==> src/rtl/hazard_scoreboard_if.sv <==
// Bundle of the ID-stage query, issue and writeback signals of hazard_scoreboard.
// The slave modport is the scoreboard side; master is the pipeline/driver side.
interface hazard_scoreboard_if #(
  parameter int REG_WIDTH   = 5,
  parameter int LAT_WIDTH   = 4,
  parameter int MAX_PENDING = 4
);
  localparam int CNT_W = $clog2(MAX_PENDING + 1);

  logic [REG_WIDTH-1:0] ID_Rs;
  logic [REG_WIDTH-1:0] ID_Rt;
  logic                 ID_NeedRs;
  logic                 ID_NeedRt;
  logic                 ID_Issue;
  logic [REG_WIDTH-1:0] ID_IssueDst;
  logic [LAT_WIDTH-1:0] ID_IssueLat;
  logic                 Stall_In;
  logic                 Flush;
  logic                 ID_Stall;
  logic                 ID_RsFwd;
  logic                 ID_RtFwd;
  logic                 WB_Valid;
  logic [REG_WIDTH-1:0] WB_Dst;
  logic [CNT_W-1:0]     Pending_Count;
  logic [31:0]          Stall_Count;

  modport master (
    output ID_Rs, ID_Rt, ID_NeedRs, ID_NeedRt, ID_Issue, ID_IssueDst, ID_IssueLat,
           Stall_In, Flush,
    input  ID_Stall, ID_RsFwd, ID_RtFwd, WB_Valid, WB_Dst, Pending_Count, Stall_Count
  );

  modport slave (
    input  ID_Rs, ID_Rt, ID_NeedRs, ID_NeedRt, ID_Issue, ID_IssueDst, ID_IssueLat,
           Stall_In, Flush,
    output ID_Stall, ID_RsFwd, ID_RtFwd, WB_Valid, WB_Dst, Pending_Count, Stall_Count
  );
endinterface

==> src/rtl/hazard_scoreboard.sv <==
// Scoreboard for long-latency ops: operand stall/forward, WAW and writeback-port checks.
// Optional stall-cycle counter enabled by defining HAZARD_PERF_EN.
module hazard_scoreboard #(
  parameter int REG_WIDTH   = 5,
  parameter int LAT_WIDTH   = 4,
  parameter int MAX_PENDING = 4
) (
  input  logic           clk,
  input  logic           rst,
  hazard_scoreboard_if.slave bus
);
  localparam int CNT_W = $clog2(MAX_PENDING + 1);
  localparam int IDX_W = (MAX_PENDING > 1) ? $clog2(MAX_PENDING) : 1;

  logic [MAX_PENDING-1:0] r_valid;
  logic [REG_WIDTH-1:0]   r_dst [MAX_PENDING];
  logic [LAT_WIDTH-1:0]   r_cnt [MAX_PENDING];

  logic [LAT_WIDTH-1:0]   w_lat_eff;
  logic [LAT_WIDTH:0]     w_lat_p1;
  logic                   w_rs_busy, w_rs_last, w_rt_busy, w_rt_last;
  logic                   w_waw, w_port_clash;
  logic                   w_wb_valid;
  logic [REG_WIDTH-1:0]   w_wb_dst;
  logic [CNT_W-1:0]       w_pend;
  logic                   w_free_found;
  logic [IDX_W-1:0]       w_free_idx;
  logic                   w_stall_rs, w_stall_rt, w_issue_stall, w_stall, w_alloc;

  assign w_lat_eff = (bus.ID_IssueLat == '0) ? LAT_WIDTH'(1) : bus.ID_IssueLat;
  assign w_lat_p1  = {1'b0, w_lat_eff} + (LAT_WIDTH+1)'(1);

  always_comb begin
    w_rs_busy    = 1'b0;
    w_rs_last    = 1'b0;
    w_rt_busy    = 1'b0;
    w_rt_last    = 1'b0;
    w_waw        = 1'b0;
    w_port_clash = 1'b0;
    w_wb_valid   = 1'b0;
    w_wb_dst     = '0;
    w_pend       = '0;
    w_free_found = 1'b0;
    w_free_idx   = '0;
    for (int i = 0; i < MAX_PENDING; i++) begin
      if (r_valid[i]) begin
        if (bus.ID_Rs != '0 && r_dst[i] == bus.ID_Rs) begin
          if (r_cnt[i] == LAT_WIDTH'(1)) w_rs_last = 1'b1;
          else                           w_rs_busy = 1'b1;
        end
        if (bus.ID_Rt != '0 && r_dst[i] == bus.ID_Rt) begin
          if (r_cnt[i] == LAT_WIDTH'(1)) w_rt_last = 1'b1;
          else                           w_rt_busy = 1'b1;
        end
        if (bus.ID_IssueDst != '0 && r_dst[i] == bus.ID_IssueDst) w_waw = 1'b1;
        // An entry at L+1 would write back in the same cycle as the new op.
        if ({1'b0, r_cnt[i]} == w_lat_p1) w_port_clash = 1'b1;
        if (r_cnt[i] == LAT_WIDTH'(1)) begin
          w_wb_valid = 1'b1;
          w_wb_dst   = w_wb_dst | r_dst[i];
        end
        w_pend = w_pend + CNT_W'(1);
      end else if (!w_free_found) begin
        w_free_found = 1'b1;
        w_free_idx   = IDX_W'(i);
      end
    end
  end

  assign w_stall_rs    = bus.ID_NeedRs & w_rs_busy;
  assign w_stall_rt    = bus.ID_NeedRt & w_rt_busy;
  assign w_issue_stall = bus.ID_Issue & ((&r_valid) | w_waw | w_port_clash);
  assign w_stall       = ~rst & (w_stall_rs | w_stall_rt | w_issue_stall);
  assign w_alloc       = bus.ID_Issue & ~w_stall & ~bus.Stall_In & ~bus.Flush &
                         (bus.ID_IssueDst != '0) & w_free_found;

  always_ff @(posedge clk or posedge rst) begin
    if (rst) begin
      r_valid <= '0;
      for (int i = 0; i < MAX_PENDING; i++) begin
        r_dst[i] <= '0;
        r_cnt[i] <= '0;
      end
    end else begin
      for (int i = 0; i < MAX_PENDING; i++) begin
        if (r_valid[i]) begin
          if (r_cnt[i] == LAT_WIDTH'(1)) r_valid[i] <= 1'b0;
          else                           r_cnt[i]   <= r_cnt[i] - LAT_WIDTH'(1);
        end else if (w_alloc && w_free_idx == IDX_W'(i)) begin
          r_valid[i] <= 1'b1;
          r_dst[i]   <= bus.ID_IssueDst;
          r_cnt[i]   <= w_lat_eff;
        end
      end
    end
  end

`ifdef HAZARD_PERF_EN
  logic [31:0] r_stall_cnt;

  always_ff @(posedge clk or posedge rst) begin
    if (rst)                                        r_stall_cnt <= '0;
    else if (w_stall && r_stall_cnt != 32'hFFFFFFFF) r_stall_cnt <= r_stall_cnt + 32'd1;
  end

  assign bus.Stall_Count = r_stall_cnt;
`else
  assign bus.Stall_Count = 32'd0;
`endif

  assign bus.ID_Stall      = w_stall;
  assign bus.ID_RsFwd      = ~rst & w_rs_last & ~w_stall_rs;
  assign bus.ID_RtFwd      = ~rst & w_rt_last & ~w_stall_rt;
  assign bus.WB_Valid      = ~rst & w_wb_valid;
  assign bus.WB_Dst        = rst ? '0 : w_wb_dst;
  assign bus.Pending_Count = w_pend;
endmodule

==> src/flat_wrapper.sv <==
// flat-port wrapper written by rule: the top's interface ports become plain ports
module hazard_scoreboard_flat 
#(
  parameter int REG_WIDTH   = 5,
  parameter int LAT_WIDTH   = 4,
  parameter int MAX_PENDING = 4
)
  (clk, rst, bus_ID_Rs, bus_ID_Rt, bus_ID_NeedRs, bus_ID_NeedRt, bus_ID_Issue, bus_ID_IssueDst, bus_ID_IssueLat, bus_Stall_In, bus_Flush, bus_ID_Stall, bus_ID_RsFwd, bus_ID_RtFwd, bus_WB_Valid, bus_WB_Dst, bus_Pending_Count, bus_Stall_Count);
  hazard_scoreboard_if #(.REG_WIDTH(REG_WIDTH), .LAT_WIDTH(LAT_WIDTH), .MAX_PENDING(MAX_PENDING)) bus_i ();
  input  logic clk;
  input  logic rst;
  input wire logic [$bits(bus_i.ID_Rs)-1:0] bus_ID_Rs;
  input wire logic [$bits(bus_i.ID_Rt)-1:0] bus_ID_Rt;
  input wire logic [$bits(bus_i.ID_NeedRs)-1:0] bus_ID_NeedRs;
  input wire logic [$bits(bus_i.ID_NeedRt)-1:0] bus_ID_NeedRt;
  input wire logic [$bits(bus_i.ID_Issue)-1:0] bus_ID_Issue;
  input wire logic [$bits(bus_i.ID_IssueDst)-1:0] bus_ID_IssueDst;
  input wire logic [$bits(bus_i.ID_IssueLat)-1:0] bus_ID_IssueLat;
  input wire logic [$bits(bus_i.Stall_In)-1:0] bus_Stall_In;
  input wire logic [$bits(bus_i.Flush)-1:0] bus_Flush;
  output wire logic [$bits(bus_i.ID_Stall)-1:0] bus_ID_Stall;
  output wire logic [$bits(bus_i.ID_RsFwd)-1:0] bus_ID_RsFwd;
  output wire logic [$bits(bus_i.ID_RtFwd)-1:0] bus_ID_RtFwd;
  output wire logic [$bits(bus_i.WB_Valid)-1:0] bus_WB_Valid;
  output wire logic [$bits(bus_i.WB_Dst)-1:0] bus_WB_Dst;
  output wire logic [$bits(bus_i.Pending_Count)-1:0] bus_Pending_Count;
  output wire logic [$bits(bus_i.Stall_Count)-1:0] bus_Stall_Count;
  assign bus_i.ID_Rs = bus_ID_Rs;
  assign bus_i.ID_Rt = bus_ID_Rt;
  assign bus_i.ID_NeedRs = bus_ID_NeedRs;
  assign bus_i.ID_NeedRt = bus_ID_NeedRt;
  assign bus_i.ID_Issue = bus_ID_Issue;
  assign bus_i.ID_IssueDst = bus_ID_IssueDst;
  assign bus_i.ID_IssueLat = bus_ID_IssueLat;
  assign bus_i.Stall_In = bus_Stall_In;
  assign bus_i.Flush = bus_Flush;
  assign bus_ID_Stall = bus_i.ID_Stall;
  assign bus_ID_RsFwd = bus_i.ID_RsFwd;
  assign bus_ID_RtFwd = bus_i.ID_RtFwd;
  assign bus_WB_Valid = bus_i.WB_Valid;
  assign bus_WB_Dst = bus_i.WB_Dst;
  assign bus_Pending_Count = bus_i.Pending_Count;
  assign bus_Stall_Count = bus_i.Stall_Count;
  hazard_scoreboard #(.REG_WIDTH(REG_WIDTH), .LAT_WIDTH(LAT_WIDTH), .MAX_PENDING(MAX_PENDING)) u_core (.clk(clk), .rst(rst), .bus(bus_i));
endmodule
==> config.mk <==
export PLATFORM = sky130hd
export DESIGN_NAME = hazard_scoreboard_flat
export DESIGN_NICKNAME = d
export VERILOG_FILES = /design/src/rtl/hazard_scoreboard_if.sv /design/src/rtl/hazard_scoreboard.sv /design/src/flat_wrapper.sv
export SDC_FILE = /design/constraint.sdc
export NUM_CORES = 1
export LEC_CHECK = 0
export ABC_CLOCK_PERIOD_IN_PS = 5050
export BUFFER_PORTS_ARGS = -buffer_cell sky130_fd_sc_hd__buf_2
export CORE_MARGIN = 2
export CORE_UTILIZATION = 32
export DETAILED_ROUTE_END_ITERATION = 10
export PLACE_DENSITY = 0.6
export SLEW_MARGIN = 5
export SYNTH_ARGS = -nofsm -noshare
export SYNTH_HDL_FRONTEND = slang
export SYNTH_SLANG_ARGS = --single-unit
==> constraint.sdc <==
create_clock -name clk -period 5.05 [get_ports clk]
set_input_delay 0.2525 -clock clk [delete_from_list [all_inputs] [get_ports clk]]
set_output_delay 0.2525 -clock clk [all_outputs]
set_load 0.02 [all_outputs]
==> metrics.txt <==
status finished clean; Starting Density 32.7%; synthesized instance count 484; Fillers 1,293; Syn. warnings 0; Clock Sinks 40; R2R depth 11; sequential group share of total power between 30 and 40%; critical path buffer and inverter count 2; Netlist cell types 67; die width 117 µm; CTS tree yes; fin. max-slew vios 0; Tcrit/Tclk final 66.6%; number of flops mapped to enable cells by yosys 0; Worst slew margin 43.6%; total wire length between 10 and 15 mm; Mapped Avg Cell Area ~8.5 µm²; hpwl dp 8.48 mm; Overall Global Routing Usage 16.3%; clock root buffer clkbuf_16; ANT nets after route 0; DR WL/cell 16.9 µm; Yosys reg bits 40; Post-CTS Setup Bufs 0; I/O pins 70; Crit Path Category reg2reg; H-tree lvl count 2; Worst EP arrival 3.53 ns; RD Place Congestion between 0.9 and 1; FFs w/ async S/R, synth 100%; Die Height 117 µm; HP Class in2async; core area ~13,000 µm²; Clock Path Buffers 2; Buffers on Ports 37; R2R setup slack 1.69 ns; P_sw 0.000919 W; CP cell instances inv_1, ha_1, nand2b_1, o21ai_0, nor3_1, nor4_2, o32a_2, o221a_4, inv_4, or4_1, o211a_1; Final #Nets roughly 530; final hold vios 0; P_int 0.00114 W; crit path launch u_core.r_cnt[5]$_DFFE_PP0P_; max-capacitance violation count 0; Largest delay share family, worst path compound AO/OA/AOI/OAI gates; CP max FO 10; type of origin of the critical path flop; n_diodes 0; initial drt markers around 230; most common cell after layout, fill and taps aside xnor2_1; total gr overflow 0; Core Rows a little over 40; final setup fails 0; CTS buffer count 5; # hold bufs at CTS 0; initial antenna violation count 0; Switching Fraction 44.6%; Critical Path RT ~5.2 ns; sequential area share after synthesis 24.4%; Synth Cell Area 4110 µm²; maximum VDD drop 0.221 mV; FF-to-FF End u_core.r_cnt[0]$_DFFE_PP0P_; Util after Layout 34.9%; Clock transition at path regs 0.06 ns; minimum clock period 3.36 ns; Area Overhead vs Synth 6.64%; first-pass GRT wire length 18.1 mm; detailed-route via count 3,520; DRC 0; Worst Tran Pin Value 0.836 ns; clk_skew ~0.0054 ns; largest net degree at the start of global routing 28; CTS resizes 0; most frequent cells in the layout xnor2_1, dfrtp_1, buf_2; Worst path max stage delay 0.67 ns; top_reg_cell synth dfrtp_1; Setup TNS 0 ns; Die ar. 13,800 µm²; pwr dens approximately 470 nW/µm²; kind of end point of the critical path flop; layout cells sized above 1 between 15 and 20%; Leak 1.83 nW; worst reg2reg startpoint u_core.r_cnt[5]$_DFFE_PP0P_; number of vias per cell 5.32; combinational power share 45.7%; fmax 297 MHz; end of the critical path u_core.r_cnt[0]$_DFFE_PP0P_; unrepaired setup endpoints after global routing false; First-pass DRT Iterations 4; Total Power 0.00206 W; CP Depth 11; CP max stage cell o21ai_0; worst-skew pair later-pin latency 0.28 ns; number of global-route vias before repair 3,378; Clock Power Share 17.6%
## flip-flops by register name, summed over array words and instances, names as in the netlist
signal,count
u_core.r_dst,20
u_core.r_cnt,16
u_core.r_valid,4
## Yosys cell counts, types with 3 or more instances
master,n,area (µm²)
xnor2_1,50,438
dfrtp_1,40,1000
buf_4,32,240
clkbuf_1,29,109
inv_1,24,90.1
nor2_1,24,90.1
mux2_2,22,248
xor2_1,21,184
nor3_1,20,100
nand2_1,17,63.8
nand3_1,17,85.1
a21oi_1,13,65.1
ha_1,12,150
o211ai_1,12,90.1
o21ai_0,11,55.1
a22oi_1,10,75.1
and3_1,10,62.6
mux2i_1,10,100
nor4_1,9,56.3
a211oi_1,6,45.0
nand2b_1,6,37.5
nor3b_1,6,45.0
buf_2,5,25.0
nor2b_1,5,31.3
or3_1,5,31.3
and2_1,4,25.0
or4_1,4,30.0
a311o_1,3,30.0
o221a_2,3,33.8
o311ai_0,3,26.3
## area by class of cell
cell class | count | area, µm² | share of cell area, %
Multi-Input combinational cell | 379 | 2710 | 61.8
Clock buffer | 5 | 125 | 2.86
Sequential cell | 40 | 1000 | 22.9
Clock inverter | 3 | 42.5 | 0.971
Timing Repair Buffer | 38 | 193 | 4.40
Tap cell | 172 | 215 | 4.91
Inverter | 25 | 96.3 | 2.20
## per-stage QoR
step / std cells / hold slack, ns / setup slack (ns) / instance area [µm²]
floorplan: 515 / 0.487 / 2.34 / 4220
global placement: 654 / 0.488 / 1.80 / 4210
detailed placement: 654 / 0.498 / 1.76 / 4210
CTS: 662 / 0.196 / 1.74 / 4380
global route: 662 / 0.234 / 1.50 / 4380
finish: 662 / 0.179 / 1.69 / 4380
## cell families after synthesis
logic type / synth area share (%)
xor gates and xnor gates: 15.1
other: 0.0913
adders and majority gates: 3.66
and+or+nand+nor: 19.4
AOI/OAI and AO/OA: 16.4
buffers and inverters: 12.5
muxes: 8.47
DFF: 24.4
## power groups by stage
stage,clock (W),sequential (W),combinational [W]
floorplan,0,0.000607,0.000851
global placement,0,0.000755,0.000911
detailed placement,0,0.000755,0.000934
CTS,0.000371,0.000749,0.000940
global route,0.000388,0.000785,0.00105
finish,0.000363,0.000757,0.000941
## how the worst min path moves through the flow
stage               start                           end
floorplan             rst   u_core.r_cnt[0]$_DFFE_PP0P_
global placement      rst   u_core.r_valid[1]$_DFF_PP0_
detailed placement    rst   u_core.r_valid[0]$_DFF_PP0_
CTS                   rst   u_core.r_valid[0]$_DFF_PP0_
global route          rst  u_core.r_cnt[15]$_DFFE_PP0P_
finish                rst   u_core.r_cnt[8]$_DFFE_PP0P_
## layer usage
| metal | vias to the layer above | global-route usage, % | wire [µm] |
|---|---|---|---|
| met2 | 143 | 25.7 | 5200 |
| met3 | 16 | 2.68 | 786 |
| met5 | - | 0 | 0 |
| li1 | 1663 | - | - |
| met1 | 1698 | 22.8 | 5020 |
| met4 | 0 | 4.89 | 169 |
Note: power is estimated with default switching activity, not from simulation.
